--- config.mk ---
export PLATFORM = sky130hd
export DESIGN_NAME = pc_fetch_unit_flat
export DESIGN_NICKNAME = d
export VERILOG_FILES = /design/src/rtl/pc_fetch_unit_if.sv /design/src/rtl/pc_fetch_unit.sv /design/src/flat_wrapper.sv
export SDC_FILE = /design/constraint.sdc
export NUM_CORES = 1
export LEC_CHECK = 0
export ABC_AREA = 1
export BUFFER_PORTS_ARGS = -buffer_cell sky130_fd_sc_hd__buf_2
export CORE_MARGIN = 1.5
export CORE_UTILIZATION = 46
export DETAILED_ROUTE_END_ITERATION = 6
export PLACE_DENSITY = 0.78
export SYNTH_ARGS = -nofsm -noshare
export SYNTH_HDL_FRONTEND = slang
export SYNTH_SLANG_ARGS = --single-unit
--- constraint.sdc ---
create_clock -name clk -period 1.9 [get_ports clk]
set_input_delay 0.095 -clock clk [delete_from_list [all_inputs] [get_ports clk]]
set_output_delay 0.095 -clock clk [all_outputs]
set_load 0.02 [all_outputs]
--- src/rtl/pc_fetch_unit_if.sv ---
`default_nettype none
// +------------------------------------------------------------------+
// | pc_fetch_unit_if : control strobes, memory data and IR/PC status  |
// |                    bundle for pc_fetch_unit                       |
// | Rev 1.0                                                           |
// +------------------------------------------------------------------+
interface pc_fetch_unit_if;
  // control strobes and data into the fetch unit
  logic        PCEN;
  logic        PCinstruction;
  logic        nextInstruction;
  logic        BranchEN;
  logic        JmpEN;
  logic        JALEN;
  logic [15:0] memData;
  logic [15:0] regTarget;

  // fetch address, IR fields and status out of the fetch unit
  logic [15:0] memAddr;
  logic [3:0]  opCode1;
  logic [3:0]  conditionCode;
  logic [3:0]  opCode2;
  logic [3:0]  shiftAmtIn;
  logic [3:0]  rDest;
  logic [3:0]  rSrc;
  logic [7:0]  imm8;
  logic [15:0] linkAddr;
  logic [15:0] instrPC;
  logic        instrValid;
  logic [31:0] instrCount;

  modport master (
    output PCEN, PCinstruction, nextInstruction, BranchEN, JmpEN, JALEN,
    output memData, regTarget,
    input  memAddr, opCode1, conditionCode, opCode2, shiftAmtIn,
    input  rDest, rSrc, imm8, linkAddr, instrPC, instrValid, instrCount
  );

  modport slave (
    input  PCEN, PCinstruction, nextInstruction, BranchEN, JmpEN, JALEN,
    input  memData, regTarget,
    output memAddr, opCode1, conditionCode, opCode2, shiftAmtIn,
    output rDest, rSrc, imm8, linkAddr, instrPC, instrValid, instrCount
  );
endinterface
`default_nettype wire

--- src/rtl/pc_fetch_unit.sv ---
`default_nettype none
// +------------------------------------------------------------------+
// | pc_fetch_unit : program counter, instruction register and branch |
// |                 / jump / JAL redirect logic                       |
// | Optional retired-fetch counter: define PC_FETCH_INSTR_COUNT_EN    |
// | Rev 1.0                                                           |
// +------------------------------------------------------------------+
module pc_fetch_unit #(
  parameter logic [15:0] PC_RESET = 16'h0000
) (
  input  wire logic          clk,
  input  wire logic          reset,
  pc_fetch_unit_if.slave     bus
);

  logic [15:0] r_pc;
  logic [15:0] r_instr_pc;
  logic [15:0] r_ir;
  logic [15:0] r_link_addr;
  logic        r_prev_fetch;
  logic        r_instr_valid;

  logic        w_pc_update_en;
  logic        w_ir_load;
  logic [15:0] w_branch_target;
  logic [15:0] w_pc_inc;

  assign w_pc_update_en  = bus.PCEN & bus.PCinstruction;
  // Memory returns data one cycle after the address, so IR loads on the second fetch cycle
  assign w_ir_load       = bus.nextInstruction & r_prev_fetch;
  assign w_branch_target = r_instr_pc + {{8{r_ir[7]}}, r_ir[7:0]};
  assign w_pc_inc        = r_pc + 16'd1;

  always_ff @(posedge clk or negedge reset) begin
    if (!reset) begin
      r_pc        <= PC_RESET;
      r_instr_pc  <= PC_RESET;
      r_link_addr <= 16'h0000;
    end else if (w_pc_update_en) begin
      if (bus.nextInstruction) begin
        r_instr_pc <= r_pc;
        r_pc       <= w_pc_inc;
      end else if (bus.JmpEN) begin
        r_pc <= bus.regTarget;
      end else if (bus.JALEN) begin
        // r_pc already points past the JAL, so it is the return address
        r_pc        <= bus.regTarget;
        r_link_addr <= r_pc;
      end else if (bus.BranchEN) begin
        r_pc <= w_branch_target;
      end
    end
  end

  always_ff @(posedge clk or negedge reset) begin
    if (!reset) begin
      r_ir          <= 16'h0000;
      r_prev_fetch  <= 1'b0;
      r_instr_valid <= 1'b0;
    end else begin
      r_prev_fetch  <= bus.nextInstruction;
      r_instr_valid <= w_ir_load;
      if (w_ir_load) begin
        r_ir <= bus.memData;
      end
    end
  end

`ifdef PC_FETCH_INSTR_COUNT_EN
  logic [31:0] r_instr_count;

  always_ff @(posedge clk or negedge reset) begin
    if (!reset) begin
      r_instr_count <= 32'h0000_0000;
    end else if (w_ir_load) begin
      r_instr_count <= r_instr_count + 32'd1;
    end
  end

  assign bus.instrCount = r_instr_count;
`else
  assign bus.instrCount = 32'h0000_0000;
`endif

  assign bus.memAddr       = r_pc;
  assign bus.instrPC       = r_instr_pc;
  assign bus.linkAddr      = r_link_addr;
  assign bus.instrValid    = r_instr_valid;

  assign bus.opCode1       = r_ir[15:12];
  assign bus.conditionCode = r_ir[11:8];
  assign bus.rDest         = r_ir[11:8];
  assign bus.opCode2       = r_ir[7:4];
  assign bus.shiftAmtIn    = r_ir[3:0];
  assign bus.rSrc          = r_ir[3:0];
  assign bus.imm8          = r_ir[7:0];

endmodule
`default_nettype wire

--- src/flat_wrapper.sv ---
// flat-port wrapper written by rule: the top's interface ports become plain ports
module pc_fetch_unit_flat 
#(
  parameter logic [15:0] PC_RESET = 16'h0000
)
  (clk, reset, bus_PCEN, bus_PCinstruction, bus_nextInstruction, bus_BranchEN, bus_JmpEN, bus_JALEN, bus_memData, bus_regTarget, bus_memAddr, bus_opCode1, bus_conditionCode, bus_opCode2, bus_shiftAmtIn, bus_rDest, bus_rSrc, bus_imm8, bus_linkAddr, bus_instrPC, bus_instrValid, bus_instrCount);
  pc_fetch_unit_if bus_i ();
  input  wire logic clk;
  input  wire logic reset;
  input wire logic [$bits(bus_i.PCEN)-1:0] bus_PCEN;
  input wire logic [$bits(bus_i.PCinstruction)-1:0] bus_PCinstruction;
  input wire logic [$bits(bus_i.nextInstruction)-1:0] bus_nextInstruction;
  input wire logic [$bits(bus_i.BranchEN)-1:0] bus_BranchEN;
  input wire logic [$bits(bus_i.JmpEN)-1:0] bus_JmpEN;
  input wire logic [$bits(bus_i.JALEN)-1:0] bus_JALEN;
  input wire logic [$bits(bus_i.memData)-1:0] bus_memData;
  input wire logic [$bits(bus_i.regTarget)-1:0] bus_regTarget;
  output wire logic [$bits(bus_i.memAddr)-1:0] bus_memAddr;
  output wire logic [$bits(bus_i.opCode1)-1:0] bus_opCode1;
  output wire logic [$bits(bus_i.conditionCode)-1:0] bus_conditionCode;
  output wire logic [$bits(bus_i.opCode2)-1:0] bus_opCode2;
  output wire logic [$bits(bus_i.shiftAmtIn)-1:0] bus_shiftAmtIn;
  output wire logic [$bits(bus_i.rDest)-1:0] bus_rDest;
  output wire logic [$bits(bus_i.rSrc)-1:0] bus_rSrc;
  output wire logic [$bits(bus_i.imm8)-1:0] bus_imm8;
  output wire logic [$bits(bus_i.linkAddr)-1:0] bus_linkAddr;
  output wire logic [$bits(bus_i.instrPC)-1:0] bus_instrPC;
  output wire logic [$bits(bus_i.instrValid)-1:0] bus_instrValid;
  output wire logic [$bits(bus_i.instrCount)-1:0] bus_instrCount;
  assign bus_i.PCEN = bus_PCEN;
  assign bus_i.PCinstruction = bus_PCinstruction;
  assign bus_i.nextInstruction = bus_nextInstruction;
  assign bus_i.BranchEN = bus_BranchEN;
  assign bus_i.JmpEN = bus_JmpEN;
  assign bus_i.JALEN = bus_JALEN;
  assign bus_i.memData = bus_memData;
  assign bus_i.regTarget = bus_regTarget;
  assign bus_memAddr = bus_i.memAddr;
  assign bus_opCode1 = bus_i.opCode1;
  assign bus_conditionCode = bus_i.conditionCode;
  assign bus_opCode2 = bus_i.opCode2;
  assign bus_shiftAmtIn = bus_i.shiftAmtIn;
  assign bus_rDest = bus_i.rDest;
  assign bus_rSrc = bus_i.rSrc;
  assign bus_imm8 = bus_i.imm8;
  assign bus_linkAddr = bus_i.linkAddr;
  assign bus_instrPC = bus_i.instrPC;
  assign bus_instrValid = bus_i.instrValid;
  assign bus_instrCount = bus_i.instrCount;
  pc_fetch_unit #(.PC_RESET(PC_RESET)) u_core (.clk(clk), .reset(reset), .bus(bus_i));
endmodule
==> results of run 1 <==
## synth_stat cells
cell type	n	area [sq um]
nand2_1	177	664
dfrtp_1	66	1650
nor2_1	55	206
inv_1	52	195
buf_4	49	368
o21ai_0	47	235
a21oi_1	34	170
nand3_1	28	140
ha_1	16	200
xor2_1	10	87.6
clkbuf_1	8	30.0
buf_2	7	35.0
nor3_1	7	35.0
o211ai_1	4	30.0
xnor2_1	4	35.0
o21ai_1	3	15.0
a31oi_1	2	12.5
inv_2	2	7.51
nand4_1	2	12.5
a22oi_1	1	7.51
and2_1	1	6.26
buf_1	1	3.75
clkinv_1	1	3.75
conb_1	1	3.75
fa_1	1	20.0
nand3_2	1	10.0
nand3b_1	1	7.51
nor2_4	1	11.3
o21bai_1	1	7.51
o31ai_4	1	21.3
## timing repair
action,CTS,global route
pin swaps,1,11
gates resized for setup,14,39
endpoints found under the setup margin,4,9
hold buffers,18,0
hold endpoints to repair,83,0
buffers inserted,3,5
## area by class of cell
cell class | count | area [sq um]
clock buffer | 10 | 138
clock inverter | 3 | 42.5
inverter | 55 | 206
tap | 108 | 135
sequential | 66 | 1660
timing repair buffer | 178 | 1110
multi-input combinational | 429 | 2270
fill | 798 | 3240
## path summary, 6_finish.rpt
path,start,end,slack [ps],cells past startpoint
worst min-delay path,bus_regTarget[9],u_core.bus.memAddr[9]$_DFFE_PN0P_,110,5
min in group asynchronous,reset,u_core.bus.linkAddr[1]$_DFFE_PN0P_,300,3
worst min register to register,u_core.r_ir[13]$_DFFE_PN0P_,u_core.r_ir[13]$_DFFE_PN0P_,480,2
worst max-delay path,u_core.r_ir[7]$_DFFE_PN0P_,u_core.bus.memAddr[14]$_DFFE_PN0P_,40,10
max in group asynchronous,reset,u_core.r_ir[7]$_DFFE_PN0P_,1300,3
worst max register to register,u_core.r_ir[7]$_DFFE_PN0P_,u_core.bus.memAddr[14]$_DFFE_PN0P_,40,10
## logic make-up after synthesis
logic type | after synthesis | synth area share [%]
buffers and inverters | 120 | 15.2
AOI/OAI and AO/OA | 93 | 11.8
adders and majority gates | 17 | 5.20
DFF | 66 | 39.0
other | 1 | 0.0886
xor gates and xnor gates | 14 | 2.90
and+or+nand+nor | 273 | 25.8
## power by group
group	switching (uW)	total (uW)	internal, uW
Clock	535	1150	618
Sequential	270	1960	1690
Combinational	1690	2750	1060
## per-layer routing
| layer | share of wire, % | up-vias |
|---|---|---|
| met5 | 0 | - |
| met4 | 2.3 | 0 |
| met3 | 5.9 | 27 |
| met2 | 49 | 166 |
| met1 | 43 | 1952 |
| li1 | - | 2084 |
## metrics by stage
stage	hold WS, ps	total power [uW]	TNS [ps]	instances
detailed placement	151	4380	-179	810
global placement	139	4330	-74.9	810
finish	108	5860	0	849
global route	132	6250	-76.2	849
floorplan	-201	3560	0	615
CTS	99.6	5680	0	844
## worst register-to-register path: stages (launching register included)
cell,delay (ps)
dfrtp_2,450
buf_6,160
ha_4,310
inv_2,60
nor3_4,200
and2_1,170
nand2_2,60
nand3_1,100
nand3_2,110
nand2_2,90
a21oi_2,50
## sequential cells by signal, summed over array words and instances, names as in the netlist
signal	count
u_core.r_prev_fetch	1
u_core.bus.instrValid	1
u_core.bus.linkAddr	16
u_core.bus.instrPC	16
u_core.bus.memAddr	16
u_core.r_ir	16
==> impl_metrics.py, run 1 <==
metrics = {
    "status": {
        "status": "complete, but fails checks",
        "violations": "DRC",
    },
    "power_and_ir_drop": {
        "leakagePower_uw": 0.00303,
        "vdd_drop_max_v": 0.000541,
        "powerDensity_mw_per_mm2": 1050,
    },
    "cells_and_area": {
        "finish.utilization_pct": 63.2,
        "area_growth_pct": 31.4,
        "layout-drive-gt1-share_pct": 30.6,
        "final_area_sq_mm": 0.00556,
        "antennaDiodeCount": 0,
        "final_cell_mix": "nand2_1 (159), buf_2 (120), dfrtp_1 (62)",
        "final_nets": 796,
        "mostFrequentLayoutCell": "nand2_1",
    },
    "critical_path": {
        "worst-path-max-fanout": 5,
        "worstPathRequired_ps": 2140,
        "end_kind": "flop",
        "critPathSlowestCell": "dfrtp_2",
        "crit_buf_inv": 2,
        "max_stage_delay_ps": 450,
        "crit_type": "flop to flop",
        "critPathLaunchType": "flop",
        "worstPathArrival_ps": 2100,
        "critPathTopFamily": "simple AND/OR/NAND/NOR gates",
        "crit_path_frequent_cell": "nand2_2",
        "crit_path_cell_trace": "buf_6 -> ha_4 -> inv_2 -> nor3_4 -> and2_1 -> nand2_2 -> nand3_1 -> nand3_2 -> nand2_2 -> a21oi_2",
    },
    "global_route": {
        "grt_usage_pct": 24.6,
        "grt_pass1_vias": 4031,
        "grt.busiest_layer": "met2",
        "grt_max_degree": 67,
        "grtUsageMet3_pct": 4.96,
        "grt_pass1_wl_um": 19100,
        "antenna_found_initial": 0,
        "grt.met1_usage_pct": 31.9,
        "grt-ovfl-total": 0,
        "grt_use_met2_pct": 41.4,
    },
    "timing": {
        "period_share_pct": 98.0,
        "skew_ps": 6.85,
        "rsz0062_at_grt": "true",
        "fin_crit_ps": 1860,
        "drv_slew": 0,
        "hold_viol_final": 0,
        "fmax_mhz": 537,
        "final-setup-viol-count": 0,
        "worst_slack_ps": 37.1,
    },
    "cts": {
        "ctsRootBufferMaster": "clkbuf_8",
        "numCtsBuffers": 9,
        "cts_tree": "built",
        "cts.sink_count": 66,
        "htreeDepth": 3,
        "cts_max_path_buffers": 2,
        "clk_pin_slew_ps": 70,
        "clk_latency_ps": 350,
    },
    "floorplanning": {
        "fp.coreArea_sq_mm": 0.00881,
        "floorplan.initialDensity_pct": 48.1,
        "die_y_um": 98.9,
        "die_width_um": 98.9,
        "io_pins": 153,
        "rows": 34,
        "dieArea_sq_mm": 0.00979,
    },
    "synth": {
        "syn_area_sq_mm": 0.00423,
        "ys_types": 30,
        "synth_seq_cells": 66,
        "syn_avg_cell_area_sq_um": 7.25,
        "yosysWarningCount": 0,
        "postSynthCellCount": 584,
        "ys_seq_area_share_pct": 39.0,
    },
    "routing": {
        "wl_per_cell_um": 14.0,
        "drt_iter0_drc": 228,
        "drc": 9,
        "wirelength_um": 11900,
        "drtAntennaViolNets": 0,
        "drtPass1Iterations": 7,
        "vias": 4229,
        "vias_per_cell": 4.98,
    },
    "min_path": {
        "hold_path_class": "input pin to flop",
    },
    "place": {
        "gp_congestion": 0.897,
        "port_buffers": 120,
        "placed_area_sq_mm": 0.00490,
        "place_ws_ps": -169,
        "place_hpwl_um": 8540,
    },
    "flow_run": {
        "maxCapViolCount": 0,
    },
}
(Power assumes the default switching activity.)
==> inputs of run 2 (changes only) <==
--- a/config.mk
+++ b/config.mk
@@ -7,10 +7,14 @@
 export LEC_CHECK = 0
 export ABC_AREA = 1
 export BUFFER_PORTS_ARGS = -buffer_cell sky130_fd_sc_hd__buf_2
+export CELL_PAD_IN_SITES_DETAIL_PLACEMENT = 0
+export CELL_PAD_IN_SITES_GLOBAL_PLACEMENT = 2
+export CORE_ASPECT_RATIO = 0.9
 export CORE_MARGIN = 1.5
-export CORE_UTILIZATION = 46
+export CORE_UTILIZATION = 24
 export DETAILED_ROUTE_END_ITERATION = 6
-export PLACE_DENSITY = 0.78
+export PLACE_DENSITY_LB_ADDON = 0.1
+export RECOVER_POWER = 100
 export SYNTH_ARGS = -nofsm -noshare
 export SYNTH_HDL_FRONTEND = slang
 export SYNTH_SLANG_ARGS = --single-unit
==> run 2 against run 1 <==
First-iteration DRC count decreased by 30%. The flow now finishes without violations. Flip-flop and latch count stayed put. Via count is 2.0% lower. Largest cell class unchanged.
==> impl_metrics.py, run 2 (same netlist as run 1, synthesis figures left out) <==
metrics = {
    "timing": {
        "fmax_mhz": 555,
        "hold_viol_final": 0,
        "fin_hold_ws_ps": 118,
        "drv_slew": 0,
        "worstMarginPinSlew_ps": 1160,
        "rsz0062_at_grt": "true",
        "final-setup-viol-count": 0,
        "fin_crit_ps": 1800,
        "tns_ps": 0,
        "period_share_pct": 94.9,
        "skew_ps": 6.22,
        "slew_headroom_pct": 22.3,
    },
    "cts": {
        "numCtsBuffers": 9,
        "ctsRootBufferMaster": "clkbuf_16",
        "cts.sink_count": 66,
        "cts_tree": "built",
        "clk_pin_slew_ps": 60,
        "clk_latency_ps": 340,
        "htreeDepth": 3,
        "cts_max_path_buffers": 2,
    },
    "power_and_ir_drop": {
        "vdd_drop_max_v": 0.000419,
        "powerDensity_mw_per_mm2": 1120,
        "leakagePower_uw": 0.00290,
    },
    "routing": {
        "vias_per_cell": 4.16,
        "vias": 4144,
        "drtPass1Iterations": 4,
        "wl_per_cell_um": 14.0,
        "drtAntennaViolNets": 0,
        "drc": 0,
        "drt_iter0_drc": 160,
        "wirelength_um": 13900,
    },
    "cells_and_area": {
        "multi_input_area_sq_mm": 0.00231,
        "layout-drive-gt1-share_pct": 21.3,
        "area_growth_pct": 39.3,
        "antennaDiodeCount": 0,
        "final_nets": 812,
        "mostFrequentLayoutCell": "nand2_1",
        "register_area_sq_mm": 0.00166,
        "finish.utilization_pct": 34.6,
        "final_cell_mix": "nand2_1 (160), clkbuf_1 (83), dfrtp_1 (63)",
        "fillers": 1946,
    },
    "global_route": {
        "grt_pass1_vias": 3898,
        "grt_max_degree": 35,
        "grt_pass1_wl_um": 21400,
        "antenna_found_initial": 0,
        "grt_usage_pct": 15.4,
        "grt-ovfl-total": 0,
    },
    "min_path": {
        "hold-path-endpoint": "u_core.bus.memAddr[1]$_DFFE_PN0P_",
        "hold_depth": 5,
        "hold_path_class": "input pin to flop",
        "worstHoldStart": "bus_regTarget[1]",
    },
    "critical_path": {
        "crit_path_cell_trace": "ha_4 -> fa_2 -> nand2_2 -> a21oi_2 -> nand2_1 -> nand2_2 -> nand2_2 -> nand2_2 -> nand2_1 -> nand3_1 -> nand2_1 -> a21oi_2",
        "critPathSlowestCell": "dfrtp_2",
        "r2r-start": "u_core.r_ir[0]$_DFFE_PN0P_",
        "end_kind": "flop",
        "ff2ff_setup_slack_ps": 100,
        "worst-path-max-fanout": 2,
        "crit_buf_inv": 0,
        "crit_path_frequent_cell": "nand2_2",
        "critPathTopFamily": "simple AND/OR/NAND/NOR gates",
        "crit_type": "flop to flop",
        "critPathLaunchType": "flop",
        "worstPathArrival_ps": 2030,
        "worstPathRequired_ps": 2130,
        "max_stage_delay_ps": 420,
        "r2r-end": "u_core.bus.memAddr[12]$_DFFE_PN0P_",
        "reg2regPathDepth": 12,
    },
    "status": {
        "status": "finished clean",
    },
    "floorplanning": {
        "die_y_um": 129,
        "io_pins": 153,
        "dieArea_sq_mm": 0.0184,
        "rows": 45,
        "fp.coreArea_sq_mm": 0.0171,
        "floorplan.initialDensity_pct": 24.8,
        "die_width_um": 143,
    },
    "place": {
        "place_hpwl_um": 10900,
        "gp_congestion": 0.804,
        "port_buffers": 120,
    },
    "flow_run": {
        "maxCapViolCount": 0,
    },
}
## run 2: worst register-to-register path, cell delays in order, from the launching register on
cell,delay (ps)
dfrtp_2,420
ha_4,170
fa_2,380
nand2_2,90
a21oi_2,60
nand2_1,80
nand2_2,70
nand2_2,90
nand2_2,50
nand2_1,50
nand3_1,70
nand2_1,110
a21oi_2,60
## run 2: worst max-delay path by stage
stage                                 startpoint                                  to  depth (start not counted)
6_report              u_core.r_ir[0]$_DFFE_PN0P_  u_core.bus.memAddr[12]$_DFFE_PN0P_                         12
3_5_place_dp          u_core.r_ir[7]$_DFFE_PN0P_  u_core.bus.memAddr[14]$_DFFE_PN0P_                         10
5_1_grt        u_core.bus.instrPC[3]$_DFFE_PN0P_  u_core.bus.memAddr[11]$_DFFE_PN0P_                         12
3_3_place_gp   u_core.bus.instrPC[0]$_DFFE_PN0P_  u_core.bus.memAddr[12]$_DFFE_PN0P_                         12
2_1_floorplan  u_core.bus.instrPC[0]$_DFFE_PN0P_  u_core.bus.memAddr[10]$_DFFE_PN0P_                         12
4_1_cts               u_core.r_ir[7]$_DFFE_PN0P_  u_core.bus.memAddr[14]$_DFFE_PN0P_                         12
## run 2: stage by stage
stage          total power [uW]  setup slack [ps]  instance area, sq um  std cells
2_1_floorplan              3560              20.4                  4350        615
3_3_place_gp               4610             -59.6                  5200        955
3_5_place_dp               4600             -82.5                  5200        955
4_1_cts                    6520              12.5                  5720        989
5_1_grt                    7090             -25.9                  5900        995
6_report                   6590              97.0                  5900        995
## run 2: layer usage
metal  vias to the layer above  GRT usage, %  wire length, um
met5                         -             0                0
met4                         0          4.12              150
met3                         9          4.43              834
met2                       107          23.8             6360
met1                      1906          21.2             6580
li1                       2122             -                -
## run 2: repair_timing
item                                    CTS  global route
setup buffers                             0             6
resized for setup                         7            51
endpoints found under the hold margin    83             0
pin swaps                                 1            17
endpoints found under the setup margin    6            10
hold buffers                             18             0
## run 2: layout make-up
cell class | count | area share, %
Sequential cell | 66 | 28.1
Inverter | 55 | 3.50
Clock buffer | 9 | 3.82
Clock inverter | 7 | 1.59
Multi-Input combinational cell | 429 | 39.2
Timing Repair Buffer | 194 | 18.8
Tap cell | 235 | 4.99
## run 2: report_power, final
part | leakage, uW | total [uW] | switching (uW) | internal [uW]
combinational | 0.00194 | 2820 | 1730 | 1080
clock | 0.000151 | 1810 | 662 | 1150
sequential | 0.000803 | 1970 | 273 | 1690
total | 0.00290 | 6590 | 2670 | 3920
